**src/rtl/imem_uart_loader.sv**
```systemverilog
// imem_uart_loader: UART boot loader that fills the 256-word instruction RAM while holding the CPU in reset.
// Define IMEM_LOADER_CHECKSUM_EN to require a trailing XOR checksum byte per frame.
module imem_uart_loader #(
  parameter int CLKS_PER_BIT = 868,
  parameter int TIMEOUT_BITS = 32
) (
  input  logic        clk,
  input  logic        rst_n,
  input  logic        uart_rx,
  output logic        imem_we,
  output logic [7:0]  imem_waddr,
  output logic [31:0] imem_wdata,
  output logic        cpu_hold,
  output logic        load_done,
  output logic        load_error
);
  localparam int CW = $clog2(CLKS_PER_BIT + 1);
  localparam int TO = TIMEOUT_BITS * CLKS_PER_BIT;
  localparam int TW = $clog2(TO + 1);
  localparam logic [CW-1:0] HALF = CW'(CLKS_PER_BIT / 2);
  localparam logic [CW-1:0] FULL = CW'(CLKS_PER_BIT);
  typedef enum logic [2:0] {IDLE, COUNT, DATA, CHECK, DONE} state_t;
  state_t state_q, state_d;
  logic rx1_q, rx2_q, rx3_q, busy_q;
  logic [CW-1:0] bcnt_q;
  logic [3:0] bit_q;
  logic [7:0] sh_q;
  logic [TW-1:0] tmo_q;
  logic [7:0] n_q, n_d, addr_q, addr_d, csum_q, csum_d, waddr_q, waddr_d;
  logic [31:0] word_q, word_d, wdata_q, wdata_d;
  logic [1:0] bidx_q, bidx_d;
  logic we_q, we_d, hold_q, hold_d, done_q, done_d, err_q, err_d;
  logic start_edge, tick, byte_valid, frame_err, active, timeout;
  assign start_edge = ~busy_q & rx3_q & ~rx2_q;
  assign tick       = busy_q && bcnt_q == ((bit_q == 4'd0) ? HALF : FULL);
  assign byte_valid = tick && bit_q == 4'd9 && rx2_q;
  assign frame_err  = tick && bit_q == 4'd9 && !rx2_q;
  assign active     = state_q == COUNT || state_q == DATA || state_q == CHECK;
  assign timeout    = active && !start_edge && tmo_q == TW'(TO);
  always_comb begin
    state_d = state_q;
    n_d     = n_q;
    addr_d  = addr_q;
    word_d  = word_q;
    bidx_d  = bidx_q;
    csum_d  = csum_q;
    we_d    = 1'b0;
    waddr_d = waddr_q;
    wdata_d = wdata_q;
    hold_d  = hold_q;
    done_d  = done_q;
    err_d   = err_q;
    case (state_q)
      IDLE, DONE: begin
        if (state_q == DONE) begin
          done_d = 1'b1;
          hold_d = 1'b0;
        end
        if (byte_valid && sh_q == 8'hA5) begin
          hold_d  = 1'b1;
          done_d  = 1'b0;
          err_d   = 1'b0;
          addr_d  = '0;
          csum_d  = '0;
          bidx_d  = '0;
          state_d = COUNT;
        end
      end
      COUNT: if (byte_valid) begin
        n_d     = sh_q;
        state_d = DATA;
      end
      DATA: if (byte_valid) begin
        word_d = {word_q[23:0], sh_q};
        csum_d = csum_q ^ sh_q;
        bidx_d = bidx_q + 2'd1;
        if (bidx_q == 2'd3) begin
          we_d    = 1'b1;
          waddr_d = addr_q;
          wdata_d = word_d;
          addr_d  = addr_q + 8'd1;
          // N==0 encodes 256 words: the last address then wraps to zero
          if (addr_q + 8'd1 == n_q)
`ifdef IMEM_LOADER_CHECKSUM_EN
            state_d = CHECK;
`else
            state_d = DONE;
`endif
        end
      end
`ifdef IMEM_LOADER_CHECKSUM_EN
      CHECK: if (byte_valid) begin
        state_d = (sh_q == csum_q) ? DONE : IDLE;
        done_d  = sh_q == csum_q;
        hold_d  = sh_q != csum_q;
        err_d   = sh_q != csum_q;
      end
`endif
      default: state_d = IDLE;
    endcase
    if (active && (frame_err || timeout)) begin
      err_d   = 1'b1;
      hold_d  = 1'b1;
      state_d = IDLE;
    end
  end
  always_ff @(posedge clk or negedge rst_n)
    if (!rst_n) begin
      rx1_q   <= 1'b1;
      rx2_q   <= 1'b1;
      rx3_q   <= 1'b1;
      busy_q  <= 1'b0;
      bcnt_q  <= '0;
      bit_q   <= '0;
      sh_q    <= '0;
      tmo_q   <= '0;
      state_q <= IDLE;
      n_q     <= '0;
      addr_q  <= '0;
      word_q  <= '0;
      bidx_q  <= '0;
      csum_q  <= '0;
      we_q    <= 1'b0;
      waddr_q <= '0;
      wdata_q <= '0;
      hold_q  <= 1'b1;
      done_q  <= 1'b0;
      err_q   <= 1'b0;
    end else begin
      rx1_q <= uart_rx;
      rx2_q <= rx1_q;
      rx3_q <= rx2_q;
      if (start_edge) begin
        busy_q <= 1'b1;
        bcnt_q <= CW'(1);
        bit_q  <= '0;
      end else if (tick) begin
        bcnt_q <= CW'(1);
        bit_q  <= bit_q + 4'd1;
        if ((bit_q == 4'd0 && rx2_q) || bit_q == 4'd9) busy_q <= 1'b0;
        if (bit_q != 4'd0 && bit_q != 4'd9) sh_q <= {rx2_q, sh_q[7:1]};
      end else if (busy_q) begin
        bcnt_q <= bcnt_q + CW'(1);
      end
      tmo_q   <= (!active || start_edge) ? '0 : tmo_q + TW'(1);
      state_q <= state_d;
      n_q     <= n_d;
      addr_q  <= addr_d;
      word_q  <= word_d;
      bidx_q  <= bidx_d;
      csum_q  <= csum_d;
      we_q    <= we_d;
      waddr_q <= waddr_d;
      wdata_q <= wdata_d;
      hold_q  <= hold_d;
      done_q  <= done_d;
      err_q   <= err_d;
    end
  assign imem_we    = we_q;
  assign imem_waddr = waddr_q;
  assign imem_wdata = wdata_q;
  assign cpu_hold   = hold_q;
  assign load_done  = done_q;
  assign load_error = err_q;
endmodule

```
**config.mk**
```make
export PLATFORM = sky130hd
export DESIGN_NAME = imem_uart_loader
export DESIGN_NICKNAME = d
export VERILOG_FILES = /design/src/rtl/imem_uart_loader.sv
export SDC_FILE = /design/constraint.sdc
export NUM_CORES = 1
export LEC_CHECK = 0
export BUFFER_PORTS_ARGS = -buffer_cell sky130_fd_sc_hd__clkbuf_2
export CORE_UTILIZATION = 33
export DETAILED_ROUTE_END_ITERATION = 10
export GPL_ROUTABILITY_DRIVEN = 1
export SLEW_MARGIN = 0
export SYNTH_ARGS = -nofsm -noshare
export SYNTH_HDL_FRONTEND = slang
export SYNTH_SLANG_ARGS = --single-unit
```
**constraint.sdc**
```tcl
create_clock -name clk -period 2.6 [get_ports clk]
set_input_delay 0.13 -clock clk [delete_from_list [all_inputs] [get_ports clk]]
set_output_delay 0.13 -clock clk [all_outputs]
set_load 0.03 [all_outputs]
```
==> results.cfg <==
[routing]
first_pass_iters = 4
wl_per_cell_um = 14.5
ant_nets = 0
drtIter0Drc = 224
routed_wl_mm = 12.4
drcViolationCount = 0
vias_per_cell = 4.83
vias = 4112

[timing]
setup_viol = 0
worst_slew_pin_slew_ns = 0.534
slew_headroom_pct = 63.9
setup_tns_ns = 0
hold_viol_final = 0
fin_crit_ns = 2.46
fmax_mhz = 407
fin_skew_ns = 0.0103
finalMaxSlewViolations = 0
post-route-period-util_pct = 94.5
whs_ns = 0.163
rsz0062_at_grt = no

[placed_design]
dp_hpwl_mm = 8.49
gp_congestion = 0.829
portBuffers = 46

[clock_tree]
clkTransAtPathRegs_ns = 0.06
cts_buffer_depth = 2
clk_latency_ns = 0.42
cts_tree = yes
ctsRootBufferMaster = clkbuf_16
cts.sinks = 130
h-tree-depth = 4
cts_buffers = 17

[global_routing]
grt_pass1_vias = 4128
antenna_found_initial = 0
grt_overflow = 0
grt_pass1_wl_mm = 20.7
grt_use_total_pct = 14.6
grt_max_degree = 66

[setup_path]
crit_arrival_ns = 2.76
cp-start-kind = flop
endpoint = word_q[11]
cp.required_ns = 2.90
crit_type = reg -> reg
startpoint = bcnt_q[4]
r2r-end = word_q[11]
end_kind = flop
rr_worst_depth = 5
reg2reg_slack_ns = 0.14
crit_fanout = 27
reg2reg_from = bcnt_q[4]

[power_and_ir_drop]
share_seq_of_total_power_pct = 45.3
internal_power_mw = 3.65
power.density_nw_per_um2 = 675
switching_power_mw = 1.14
pwr-share-comb_pct = 4.1
peakVddDrop_mv = 0.427
p_leak_nw = 3.46
switching_share_pct = 23.8
pwr-share-clk_pct = 50.6

[yosys]
synth_edf_count = 0
synth-simple-area-share_pct = 20.0
synth_top_family_by_area = simple AND/OR/NAND/NOR gates
yosys_warnings = 0
muxShareOfSynthArea_pct = 7.91
synth.net_count = 551
ys_async_sr_fraction_pct = 100
synth_area_sq_um = 5820
synth_xor_area_share_pct = 4.36
synthAdderAreaFrac_pct = 1.72
synth_compound_area_share_pct = 7.65
ys_types = 62
seq_area_frac_synth_pct = 56.0
ys.flop_type = dfrtp_1
syn_inst = 540
avgSynthCellArea_sq_um = 10.8
synth-seq-cells = 130

[floorplan]
initial_core_util_pct = 33.8
rows = 48
dieArea_sq_um = 18200
die_h_um = 135
fp.dieW_um = 135
num_io_pins = 47
core_area_sq_um = 17200

[cells_and_area]
mostFrequentLayoutCell = nand2_1
fillers = 1647
diodes = 0
drive_above_1_share_pct = 25.7
final_cell_mix = 131 x nand2_1, 126 x dfrtp_1, 45 x clkbuf_2, 40 x mux2_2, 35 x nor2_1
syn_to_final_growth_pct = 21.9
final_nets = 624

[min_path]
min_path_type = in -> async

[job]
maxCapViolations = 0

[status]
outcome = finished, final reports clean
-- state kept, by name, indices dropped and copies added (netlist names), 2 cells and up --
name	cells
imem_wdata	32
bit_q	4
bcnt_q	10
word_q	24
sh_q	8
n_q	8
bidx_q	2
addr_q	8
state_q	3
imem_waddr	8
tmo_q	15
-- worst min-delay path by stage --
stage | from | endpoint | slack [ns]
global route | rst_n | imem_wdata[31] | 0.18
detailed placement | rst_n | imem_waddr[7] | 0.07
floorplan | rst_n | addr_q[0] | -0.17
CTS | rst_n | imem_waddr[0] | 0.16
finish | rst_n | imem_wdata[30] | 0.16
global placement | rst_n | imem_waddr[7] | 0.05
-- synthesized netlist by cell type, drive strengths merged, types with 3 or more instances --
cell type | count | share of area, %
ha | 8 | 1.7
and3 | 6 | 0.64
nor3b | 4 | 0.80
dfrtp | 126 | 54
xor2 | 16 | 2.4
o21ai | 20 | 1.8
or3 | 5 | 0.54
inv | 11 | 0.71
nand4 | 5 | 0.54
nor3 | 7 | 0.60
buf | 5 | 0.73
dfstp | 4 | 1.8
xnor2 | 13 | 2.0
nand4b | 3 | 0.45
a21oi | 9 | 0.77
clkbuf | 12 | 0.95
nor4 | 5 | 0.54
nand3 | 16 | 1.4
nand2 | 131 | 8.4
a211oi | 4 | 0.60
mux2 | 40 | 7.7
nor2 | 35 | 2.3
o211ai | 7 | 0.90
-- power groups by stage --
| stage | Clock, mW | Sequential (mW) | Combinational [mW] |
|---|---|---|---|
| 2_1_floorplan | 0 | 2.18 | 0.125 |
| 3_3_place_gp | 0 | 2.20 | 0.188 |
| 3_5_place_dp | 0 | 2.20 | 0.194 |
| 4_1_cts | 2.48 | 2.17 | 0.199 |
| 5_1_grt | 2.57 | 2.18 | 0.222 |
| 6_report | 2.43 | 2.17 | 0.195 |
-- routing by layer --
layer	global-route usage (%)	up-vias	wire length [um]	share of wire, %
met2	22.8	46	5880	48
met5	0	-	0	0
met1	18.8	2034	5870	48
li1	-	2010	-	-
met4	6.62	0	238	1.9
met3	3.87	22	361	2.9
-- critical path: stages, from the launching register on --
cell and delay, ns:
dfrtp_1 0.44, nor4bb_1 0.54, nand3_1 0.30, a2111oi_4 0.46, buf_12 0.23, mux2_2 0.35
-- per-stage QoR --
step,setup slack (ns),util [%],cell area [sq um],std cells,total power [mW]
6_report,0.143,41.2,7100,851,4.79
5_1_grt,0.0520,41.2,7100,851,4.98
4_1_cts,0.145,41.1,7080,850,4.85
3_5_place_dp,0.160,37.4,6450,816,2.40
3_3_place_gp,0.190,37.4,6450,816,2.39
2_1_floorplan,0.00228,-,5820,540,2.31
-- kinds of logic after synthesis --
family / Yosys count
buf+inv: 28
mux: 41
simple gates: 242
compound gates: 62
fa+ha+maj: 8
xor+xnor: 29
flops: 130
-- layout make-up --
class	count	area (sq um)	area share, %
inverter	11	41.3	0.582
clock buffer	19	453	6.38
clock inverter	13	151	2.13
tap	225	282	3.97
timing repair buffer	71	475	6.70
multi-input combinational	382	2440	34.3
sequential	130	3260	45.9
-- timing repair --
item,4_1_cts,5_1_grt
gates resized for setup,0,2
setup endpoints to repair,0,9
hold endpoints to repair,26,0
hold buffers,2,0
setup buffers,0,1
Power figures use the tool's default switching activity.
